**config.mk**
```make
export PLATFORM = sky130hd
export DESIGN_NAME = vga_sync_monitor
export DESIGN_NICKNAME = d
export VERILOG_FILES = /design/src/rtl/vga_sync_monitor.sv
export SDC_FILE = /design/constraint.sdc
export NUM_CORES = 1
export LEC_CHECK = 0
export ABC_AREA = 0
export CAP_MARGIN = 30
export CORE_MARGIN = 2
export CORE_UTILIZATION = 57
export CTS_CLUSTER_DIAMETER = 40
export DETAILED_ROUTE_END_ITERATION = 16
export DONT_BUFFER_PORTS = 1
export MAX_ROUTING_LAYER = met4
export PLACE_DENSITY = 0.87
export SYNTH_ARGS = -nofsm -noshare
export SYNTH_HDL_FRONTEND = slang
export SYNTH_SLANG_ARGS = --single-unit
```
**constraint.sdc**
```tcl
create_clock -name clk -period 3.3 [get_ports clk]
set_input_delay 0.495 -clock clk [delete_from_list [all_inputs] [get_ports clk]]
set_output_delay 0.495 -clock clk [all_outputs]
set_load 0.02 [all_outputs]
```
**src/rtl/vga_sync_monitor.sv**
```systemverilog
// Receive-side VGA checker: samples h/v/rgb, recovers pixel phase and x/y,
// checks sync timing against the configured mode and reports lock and errors.
module vga_sync_monitor #(
    parameter int CLKS_PER_PIX = 4,
    parameter int H_VISIBLE    = 640,
    parameter int H_FP         = 16,
    parameter int H_SYNC       = 96,
    parameter int H_BP         = 48,
    parameter int V_VISIBLE    = 480,
    parameter int V_FP         = 10,
    parameter int V_SYNC       = 2,
    parameter int V_BP         = 33
) (
    input  logic       clk,
    input  logic       rst,
    input  logic       h,
    input  logic       v,
    input  logic       r,
    input  logic       g,
    input  logic       b,
    output logic       pix_valid,
    output logic [9:0] x,
    output logic [9:0] y,
    output logic [2:0] rgb,
    output logic       locked,
    output logic       h_err,
    output logic       v_err,
    output logic       frame_done,
    output logic [7:0] err_cnt
);

    localparam int P_W     = (CLKS_PER_PIX > 1) ? $clog2(CLKS_PER_PIX) : 1;
    localparam int H_TOTAL = H_VISIBLE + H_FP + H_SYNC + H_BP;
    localparam int V_TOTAL = V_VISIBLE + V_FP + V_SYNC + V_BP;
    localparam int H_START = H_SYNC + H_BP;
    localparam int H_END   = H_START + H_VISIBLE;
    localparam int V_START = V_SYNC + V_BP;
    localparam int V_END   = V_START + V_VISIBLE;

    localparam logic [P_W-1:0] P_ONE  = P_W'(1);
    localparam logic [P_W-1:0] P_MID  = P_W'(CLKS_PER_PIX / 2);
    localparam logic [P_W-1:0] P_LAST = P_W'(CLKS_PER_PIX - 1);

    typedef enum logic [1:0] {
        SEARCH  = 2'd0,
        MEASURE = 2'd1,
        LOCKED  = 2'd2
    } state_t;

    logic           h_s, v_s, h_d, v_d;
    logic [2:0]     rgb_s;
    logic           hfall, hrise, vfall, vrise;
    logic [P_W-1:0] p;
    logic [10:0]    h_cnt;
    logic [9:0]     v_cnt;
    logic [10:0]    eff_lines;
    logic           h_armed;
    state_t         state, state_n;
    logic           err_flag, err_flag_n;
    logic           h_err_c, v_err_c, any_err;
    logic           capture, done_c;
    logic [8:0]     err_sum;

    // Input registration plus one extra delay on the sync lines for edge detection.
    always_ff @(posedge clk or negedge rst) begin
        // NOTE: sequential state uses non-blocking assignments so every register
        // samples the pre-edge value of its neighbours, independent of block order.
        if (!rst) begin
            h_s   <= 1'b0;
            v_s   <= 1'b0;
            h_d   <= 1'b0;
            v_d   <= 1'b0;
            rgb_s <= 3'b000;
        end else begin
            h_s   <= h;
            v_s   <= v;
            h_d   <= h_s;
            v_d   <= v_s;
            rgb_s <= {r, g, b};
        end
    end

    assign hfall = h_d & ~h_s;
    assign hrise = ~h_d & h_s;
    assign vfall = v_d & ~v_s;
    assign vrise = ~v_d & v_s;

    // The hfall cycle is phase 0 of pixel 0, so the next cycle starts at phase 1.
    always_ff @(posedge clk or negedge rst) begin
        if (!rst) begin
            p     <= '0;
            h_cnt <= '0;
            v_cnt <= '0;
        end else begin
            if (hfall) begin
                p     <= P_ONE;
                h_cnt <= '0;
            end else begin
                p <= p + 1'b1;
                if (p == P_LAST && h_cnt != '1)
                    h_cnt <= h_cnt + 1'b1;
            end
            if (vfall)
                v_cnt <= '0;
            else if (hfall && v_cnt != '1)
                v_cnt <= v_cnt + 1'b1;
        end
    end

    assign eff_lines = {1'b0, v_cnt} + {10'd0, hfall};

    // Horizontal checks need one full line measured since leaving SEARCH.
    always_ff @(posedge clk or negedge rst) begin
        if (!rst)
            h_armed <= 1'b0;
        else if (state == SEARCH)
            h_armed <= 1'b0;
        else if (hfall)
            h_armed <= 1'b1;
    end

    always_comb begin
        // NOTE: every combinational output gets a default first so no path can
        // leave it unassigned and infer a latch.
        h_err_c = 1'b0;
        v_err_c = 1'b0;
        if (state != SEARCH) begin
            if (h_armed) begin
                if (hfall && !(h_cnt == 11'(H_TOTAL) && p == '0))
                    h_err_c = 1'b1;
                if (hrise && !(h_cnt == 11'(H_SYNC) && p == '0))
                    h_err_c = 1'b1;
            end
            if (vfall && eff_lines != 11'(V_TOTAL))
                v_err_c = 1'b1;
            if (vrise && eff_lines != 11'(V_SYNC))
                v_err_c = 1'b1;
        end
        any_err = h_err_c | v_err_c;
    end

    always_ff @(posedge clk or negedge rst) begin
        if (!rst) begin
            state    <= SEARCH;
            err_flag <= 1'b0;
        end else begin
            state    <= state_n;
            err_flag <= err_flag_n;
        end
    end

    always_comb begin
        state_n    = state;
        err_flag_n = err_flag;
        unique case (state)
            SEARCH: begin
                if (vfall) begin
                    state_n    = MEASURE;
                    err_flag_n = 1'b0;
                end
            end
            MEASURE: begin
                // A frame boundary always starts a fresh measurement.
                if (vfall) begin
                    if (!err_flag && !any_err)
                        state_n = LOCKED;
                    err_flag_n = 1'b0;
                end else if (any_err) begin
                    err_flag_n = 1'b1;
                end
            end
            LOCKED: begin
                if (any_err) begin
                    state_n    = MEASURE;
                    err_flag_n = 1'b0;
                end
            end
            default: begin
                state_n    = SEARCH;
                err_flag_n = 1'b0;
            end
        endcase
    end

    always_comb begin
        locked  = (state == LOCKED);
        done_c  = (state == LOCKED) && vfall && !v_err_c;
        capture = (state == LOCKED) && (p == P_MID)
                  && (h_cnt >= 11'(H_START)) && (h_cnt < 11'(H_END))
                  && (v_cnt >= 10'(V_START)) && (v_cnt < 10'(V_END));
    end

    assign err_sum = {1'b0, err_cnt} + {8'd0, h_err_c} + {8'd0, v_err_c};

    always_ff @(posedge clk or negedge rst) begin
        // NOTE: the captured pixel registers are reset as well, so every output
        // reads zero while reset is held rather than showing stale data.
        if (!rst) begin
            pix_valid  <= 1'b0;
            x          <= '0;
            y          <= '0;
            rgb        <= '0;
            h_err      <= 1'b0;
            v_err      <= 1'b0;
            frame_done <= 1'b0;
            err_cnt    <= '0;
        end else begin
            pix_valid  <= capture;
            if (capture) begin
                x   <= 10'(h_cnt - 11'(H_START));
                y   <= v_cnt - 10'(V_START);
                rgb <= rgb_s;
            end
            h_err      <= h_err_c;
            v_err      <= v_err_c;
            frame_done <= done_c;
            err_cnt    <= err_sum[8] ? 8'hFF : err_sum[7:0];
        end
    end

endmodule
```
Yosys cells after proc, flatten, opt, wreduce, memory -nomap -nowiden
Index checks and enable logic that the tools add are counted.
- mux-type cells: 25
- bitwise gates (word level): 9
- reduce and logical (&&, ||, !) cells: 29
- $add $sub $neg: 8
- $lt $le $gt $ge: 4
- equality and inequality tests: 15
- operators with widths (kind ; count):
    two-way mux 11 bit ; 2
    two-way mux 10 bit ; 2
    logical AND 1 bit ; 16
    two-way mux 1 bit ; 13
    adder 10 x 1 -> 11 bit ; 1
    adder 11 x 1 -> 11 bit, second input constant ; 1
    == test 11 x 10 -> 1 bit, second input constant ; 1
    == test 11 x 7 -> 1 bit, second input constant ; 1
    >= comparator 11 x 8 -> 1 bit, second input constant ; 1
    < comparator 11 x 10 -> 1 bit, second input constant ; 1
    inequality test 11 x 10 -> 1 bit, second input constant ; 1
    inequality test 11 bit, second input constant ; 1
    inequality test 11 x 2 -> 1 bit, second input constant ; 1
    adder 10 x 1 -> 10 bit, second input constant ; 1
    >= comparator 10 x 6 -> 1 bit, second input constant ; 1
    < comparator 10 bit, second input constant ; 1
    two-way mux 2 bit ; 5
    inequality test 10 bit, second input constant ; 1
    subtractor 10 x 6 -> 10 bit, second input constant ; 1
    subtractor 10 x 8 -> 10 bit, second input constant ; 1
    adder 8 x 1 -> 9 bit ; 1
    adder 9 x 1 -> 9 bit ; 1
    two-way mux 8 bit ; 1
    nonzero test 2 bit ; 4
    15 further kinds ; 30
- logic and storage cells: 109
- bits in registers: 69
- output and inout bits: 36

Depth between registers and ports, before layout
- depth after elaboration: 14
- gate-level depth with buffers: 18
- mapped depth without buffers: 17

Worst setup path before layout
Ideal clock, no wire load.
- path type: register to register
- start point: register h_s
- end point: register err_cnt[1]
- library setup time: 71 ps
- setup slack: -333 ps
- clock period less this slack: 3633 ps
- cell stages (with the launch flop): 19
- buffers on the path: 1
- required time: 3229 ps
- data arrival time: 3562 ps
- cell sequence: dfrtp_1 inv_1 nand2_1 inv_1 clkbuf_1 ha_1 ha_1 a31oi_1 a41o_1 a21o_1 a31oi_1 o22ai_1 fa_1 inv_1 ha_1 nand2_1 nor2_1 nand3_1 nand2b_1
- longest elaborated chain between the ends: 10
- elaborated cells on any way between the ends: 20
- ends and longest elaborated chain (item ; RTL line ; text):
    start: declaration ; 50 ; logic h_s, v_s, h_d, v_d;
    start signal: assignment ; 75 ; h_s <= h;
    NOT 1 bit ; 83 ; assign hfall = h_d & ~h_s;
    bitwise AND 1 bit ; 83 ;
    adder 10 x 1 -> 11 bit or logical AND 1 bit (tied branches) ; 110, 129 ;
    inequality test 11 x 10 -> 1 bit or two-way mux 1 bit (tied branches) ; 134, 129 ;
    logical AND 1 bit or two-way mux 1 bit (tied branches) ; 134, 131 ;
    two-way mux 1 bit, on equally long branches ; 134, 128 ;
    two-way mux 1 bit, on equally long branches ; 136, 127 ;
    two-way mux 1 bit or adder 8 x 1 -> 9 bit (tied branches) ; 127, 193 ;
    adder 9 x 1 -> 9 bit * ; 193 ; assign err_sum = {1'b0, err_cnt} + {8'd0, h_err_c} + {8'd0, v_err_c};
    two-way mux 8 bit * ; 217 ; err_cnt <= err_sum[8] ? 8'hFF : err_sum[7:0];
    end signal: assignment ; 217 ;
    end: declaration ; 29 ; output logic [7:0] err_cnt
Every way passes the cells marked *; elsewhere a longest branch is shown, timed or not.
A chain may end at the register's enable or synchronous reset.

Worst setup path in the final report
- start point: register h_s
- end point: register err_cnt[0]
Same word-level chain as after synthesis.

==> metrics.md <==
| Metric | Value |
|---|---|
| Run status | finished, final reports clean |
| Final Net Count | 379 |
| Per-cell routed wire length | 15.99 um |
| FF-to-FF setup slack | 0.25 ns |
| Final Hold Viols | 0 |
| WL met2 | 3352 um |
| Async set-or-reset flop fraction in the synthesized netlist | 1.000 |
| Core Region | 0.005956 mm^2 |
| Combinational Power Share | 0.186 |
| Total gr overflow | 0 |
| M1 WL | 3084 um |
| Min-delay worst type | in2async |
| Vias post-DR | 2529 |
| Antenna Nets Post-Route | 0 |
| Fill cell count | 479 |
| Cell Pwr Density | 547.7 mW/mm^2 |
| Most area-consuming cells after synthesis | dfrtp_1 (49%), ha_1 (4.9%), nand2_1 (4.8%) |
| RR Endpoint | err_cnt[0] |
| TritonCTS Buffers | 9 |
| Critical path type | reg2reg |
| Top_reg_cell synth | dfrtp_1 |
| Register share of total power | 0.516 |
| Crit start category | flip-flop |
| Worst Path Required | 3.57 ns |
| Die W | 82.80 um |
| YS warnings | 0 |
| GRT Overall Usage | 0.2172 |
| CTS tree | yes |
| Highest Signal Layer | met4 |
| Fraction of layout instances using a drive strength above 1 | 0.1524 |
| Vias in the first global route | 2413 |
| H-tree Lvls | 3 |
| Max Clock Freq | 327.8 MHz |
| Final Critical Period | 3.051 ns |
| Pre-CTS WS | -0.001972 ns |
| Placed cell areas | 0.003613 mm^2 |
| Critical Path Sink Type | flip-flop |
| Setup Skew | 0.006417 ns |
| Sw Ratio | 0.3161 |
| Largest net degree at the start of global routing | 70 |
| DRT Pass-1 Iters | 4 |
| # clock sinks | 69 |
| Gp weighted congestion | 0.8851 |
| Antenna violations before repair | 0 |
| Psw | 675.4 uW |
| Post-synth EDFFs | 0 |
| P&R area growth vs syn | 10.22% |
| Max cap viols | 0 |
| Clock transition at path regs | 0.07 ns |
| Via density per instance | 5.800 |
| Netlist cell types | 52 |
| Mapped cell area | 0.003540 mm^2 |
| CP arrival | 3.32 ns |
| Port Buffers | 0 |
| Syn_area_per_cell | 10.06 um^2 |
| Syn_nets | 374 |
| Final TNS setup | 0 ns |
| Max VDD drop | 387.3 uV |
| CP Cell Sequence | inv_1 -> nand2_2 -> inv_2 -> ha_2 -> ha_4 -> a31oi_1 -> a41o_1 -> a21o_1 -> a31oi_4 -> o22ai_2 -> fa_1 -> inv_1 -> ha_2 -> nand2_1 -> nor2_2 -> nand3_2 -> nand2_1 |
| Post-DP HPWL | 4771 um |
| Slowest CP cell | dfrtp_1 |
| Post-synthesis register bit count | 69 |
| Design area | 0.003901 mm^2 |
| Max FO, Critical Path | 7 |
| Final setup fails | 0 |
| CTS max path bufs | 2 |
| Die area | 0.006856 mm^2 |
| Slew Limit Headroom | 0.4571 |
| Metal3 WL | 390 um |
| FP Rows | 28 |
| Iteration-0 DRC Markers | 190 |
| Worst skew pair latency | 0.33 ns |
| Post-Syn Instances | 352 |
| Die height | 82.80 um |
| Post-synthesis sequential area ratio | 0.4878 |
| Fin worst setup slack | 0.2491 ns |
| Fin. max-slew vios | 0 |
| Slew @ Worst Pin | 0.8127 ns |
| Cell with the most instances after synthesis | dfrtp_1 |
| Clock network fraction of total power | 0.298 |
| First-pass GRT wire length | 11560 um |
| Reg2Reg Depth | 17 |
| Synth top area share | 0.4878 |
| Int Power | 1.461 mW |
| Most frequent cells after synthesis | dfrtp_1 (69), nand2_1 (45), nor2_1 (32), o21ai_0 (22), xnor2_1 (18) |
| Clock root buffer | clkbuf_8 |
| DRC | 0 |
| Initial Util | 0.5943 |
| Reg-to-reg critical path startpoint | h_s |
| Antenna diode count | 0 |
| WL final | 6973 um |
| Lkg Pwr | 1.738 nW |
| Final Cycle Share | 0.9245 |
| Worst path max stage delay | 0.37 ns |
| Io pins | 43 |
| Area leader, netlist | dfrtp_1 |
power groups by stage:
stage / Clock (mW) / Combinational, mW / Sequential [mW]
4_1_cts: 0.655 / 0.387 / 1.10
3_3_place_gp: 0 / 0.344 / 1.11
2_1_floorplan: 0 / 0.286 / 1.09
5_1_grt: 0.694 / 0.454 / 1.12
6_report: 0.636 / 0.398 / 1.10
3_5_place_dp: 0 / 0.366 / 1.11
sequential cells by signal, indices dropped and copies added, names as in the netlist:
register / cells
h_cnt: 11
v_cnt: 10
x: 10
y: 10
err_cnt: 8
rgb: 3
rgb_s: 3
p: 2
state: 2
err_flag: 1
frame_done: 1
h_armed: 1
h_d: 1
h_err: 1
h_s: 1
pix_valid: 1
v_d: 1
v_err: 1
v_s: 1
worst max-delay path by stage:
stage / slack [ns] / depth (start not counted) / to / startpoint
4_1_cts: 0.006 / 17 / err_cnt[0] / h_s
5_1_grt: -0.04 / 17 / err_cnt[1] / h_s
6_report: 0.25 / 17 / err_cnt[0] / h_s
3_5_place_dp: -0.002 / 17 / err_cnt[0] / h_s
3_3_place_gp: 0.10 / 17 / err_cnt[1] / h_s
2_1_floorplan: 0.02 / 18 / err_cnt[1] / h_s
timing repair:
| item | in CTS | in global routing |
|---|---|---|
| hold buffers | 1 | 0 |
| endpoints found under the setup margin | 6 | 8 |
| pin swaps | 0 | 2 |
| setup buffers | 0 | 4 |
| gates resized for setup | 1 | 11 |
| endpoints found under the hold margin | 69 | 0 |
worst max-delay path: cells and delay by family (launching register included):
| kind | cells | cell delay [ns] |
|---|---|---|
| buffers and inverters | 3 | 0.26 |
| AO/OA/AOI/OAI | 5 | 0.87 |
| adder cells (fa/ha/maj) | 4 | 0.91 |
| flip-flops | 1 | 0.37 |
| AND/OR/NAND/NOR | 5 | 0.57 |
layout by cell type (no fill, tap or decap), drive strengths merged, types with 4 or more instances in the layout:
cell type / instances
a21oi: 11
nor3: 7
nor2: 32
ha: 14
or3: 5
o31ai: 5
mux2: 7
xnor2: 18
inv: 16
buf: 13
nand2b: 5
o31a: 5
clkbuf: 10
nand4: 4
nor4: 6
dfrtp: 69
a31oi: 5
o21ai: 22
nand2: 45
nand3: 15
xor2: 11
per-stage QoR:
stage | std cells | hold slack [ns] | util | total power, mW
2_1_floorplan | 352 | 0.1994 | - | 1.372
3_3_place_gp | 416 | 0.2027 | 0.6067 | 1.451
3_5_place_dp | 416 | 0.2022 | 0.6067 | 1.475
4_1_cts | 432 | 0.03438 | 0.6420 | 2.140
5_1_grt | 436 | 0.03901 | 0.6550 | 2.264
6_report | 436 | 0.01307 | 0.6550 | 2.137
per-layer routing:
| metal | vias up | global-route usage |
|---|---|---|
| met2 | 76 | 0.3196 |
| met1 | 1222 | 0.2828 |
| met4 | 0 | 0.08644 |
| li1 | 1219 | - |
| met3 | 12 | 0.06759 |
| met5 | - | - |
area by class of cell:
| cell class | count | area, um^2 | share of cell area |
|---|---|---|---|
| flip-flops and latches | 69 | 1727 | 0.4426 |
| multi-input cells | 248 | 1723 | 0.4416 |
| clock buffers | 10 | 127.6 | 0.03271 |
| repair buffers | 13 | 117.6 | 0.03015 |
| well taps | 75 | 93.84 | 0.02405 |
| inverters | 16 | 60.06 | 0.01539 |
| clock inverters | 5 | 52.55 | 0.01347 |
cell families (layout without fill, tap and decap cells):
kind of cell               after synthesis  count (layout)  share of synthesized area
AOI/OAI and AO/OA                       64              64                     0.1255
xor gates and xnor gates                29              29                    0.07176
adders and majority gates               15              15                    0.05514
buffers and inverters                   35              44                    0.04383
DFF                                     69              69                     0.4878
muxes                                    8               8                    0.03040
and+or+nand+nor                        132             132                     0.1856
No activity file was read; power rests on OpenSTA's default activity.
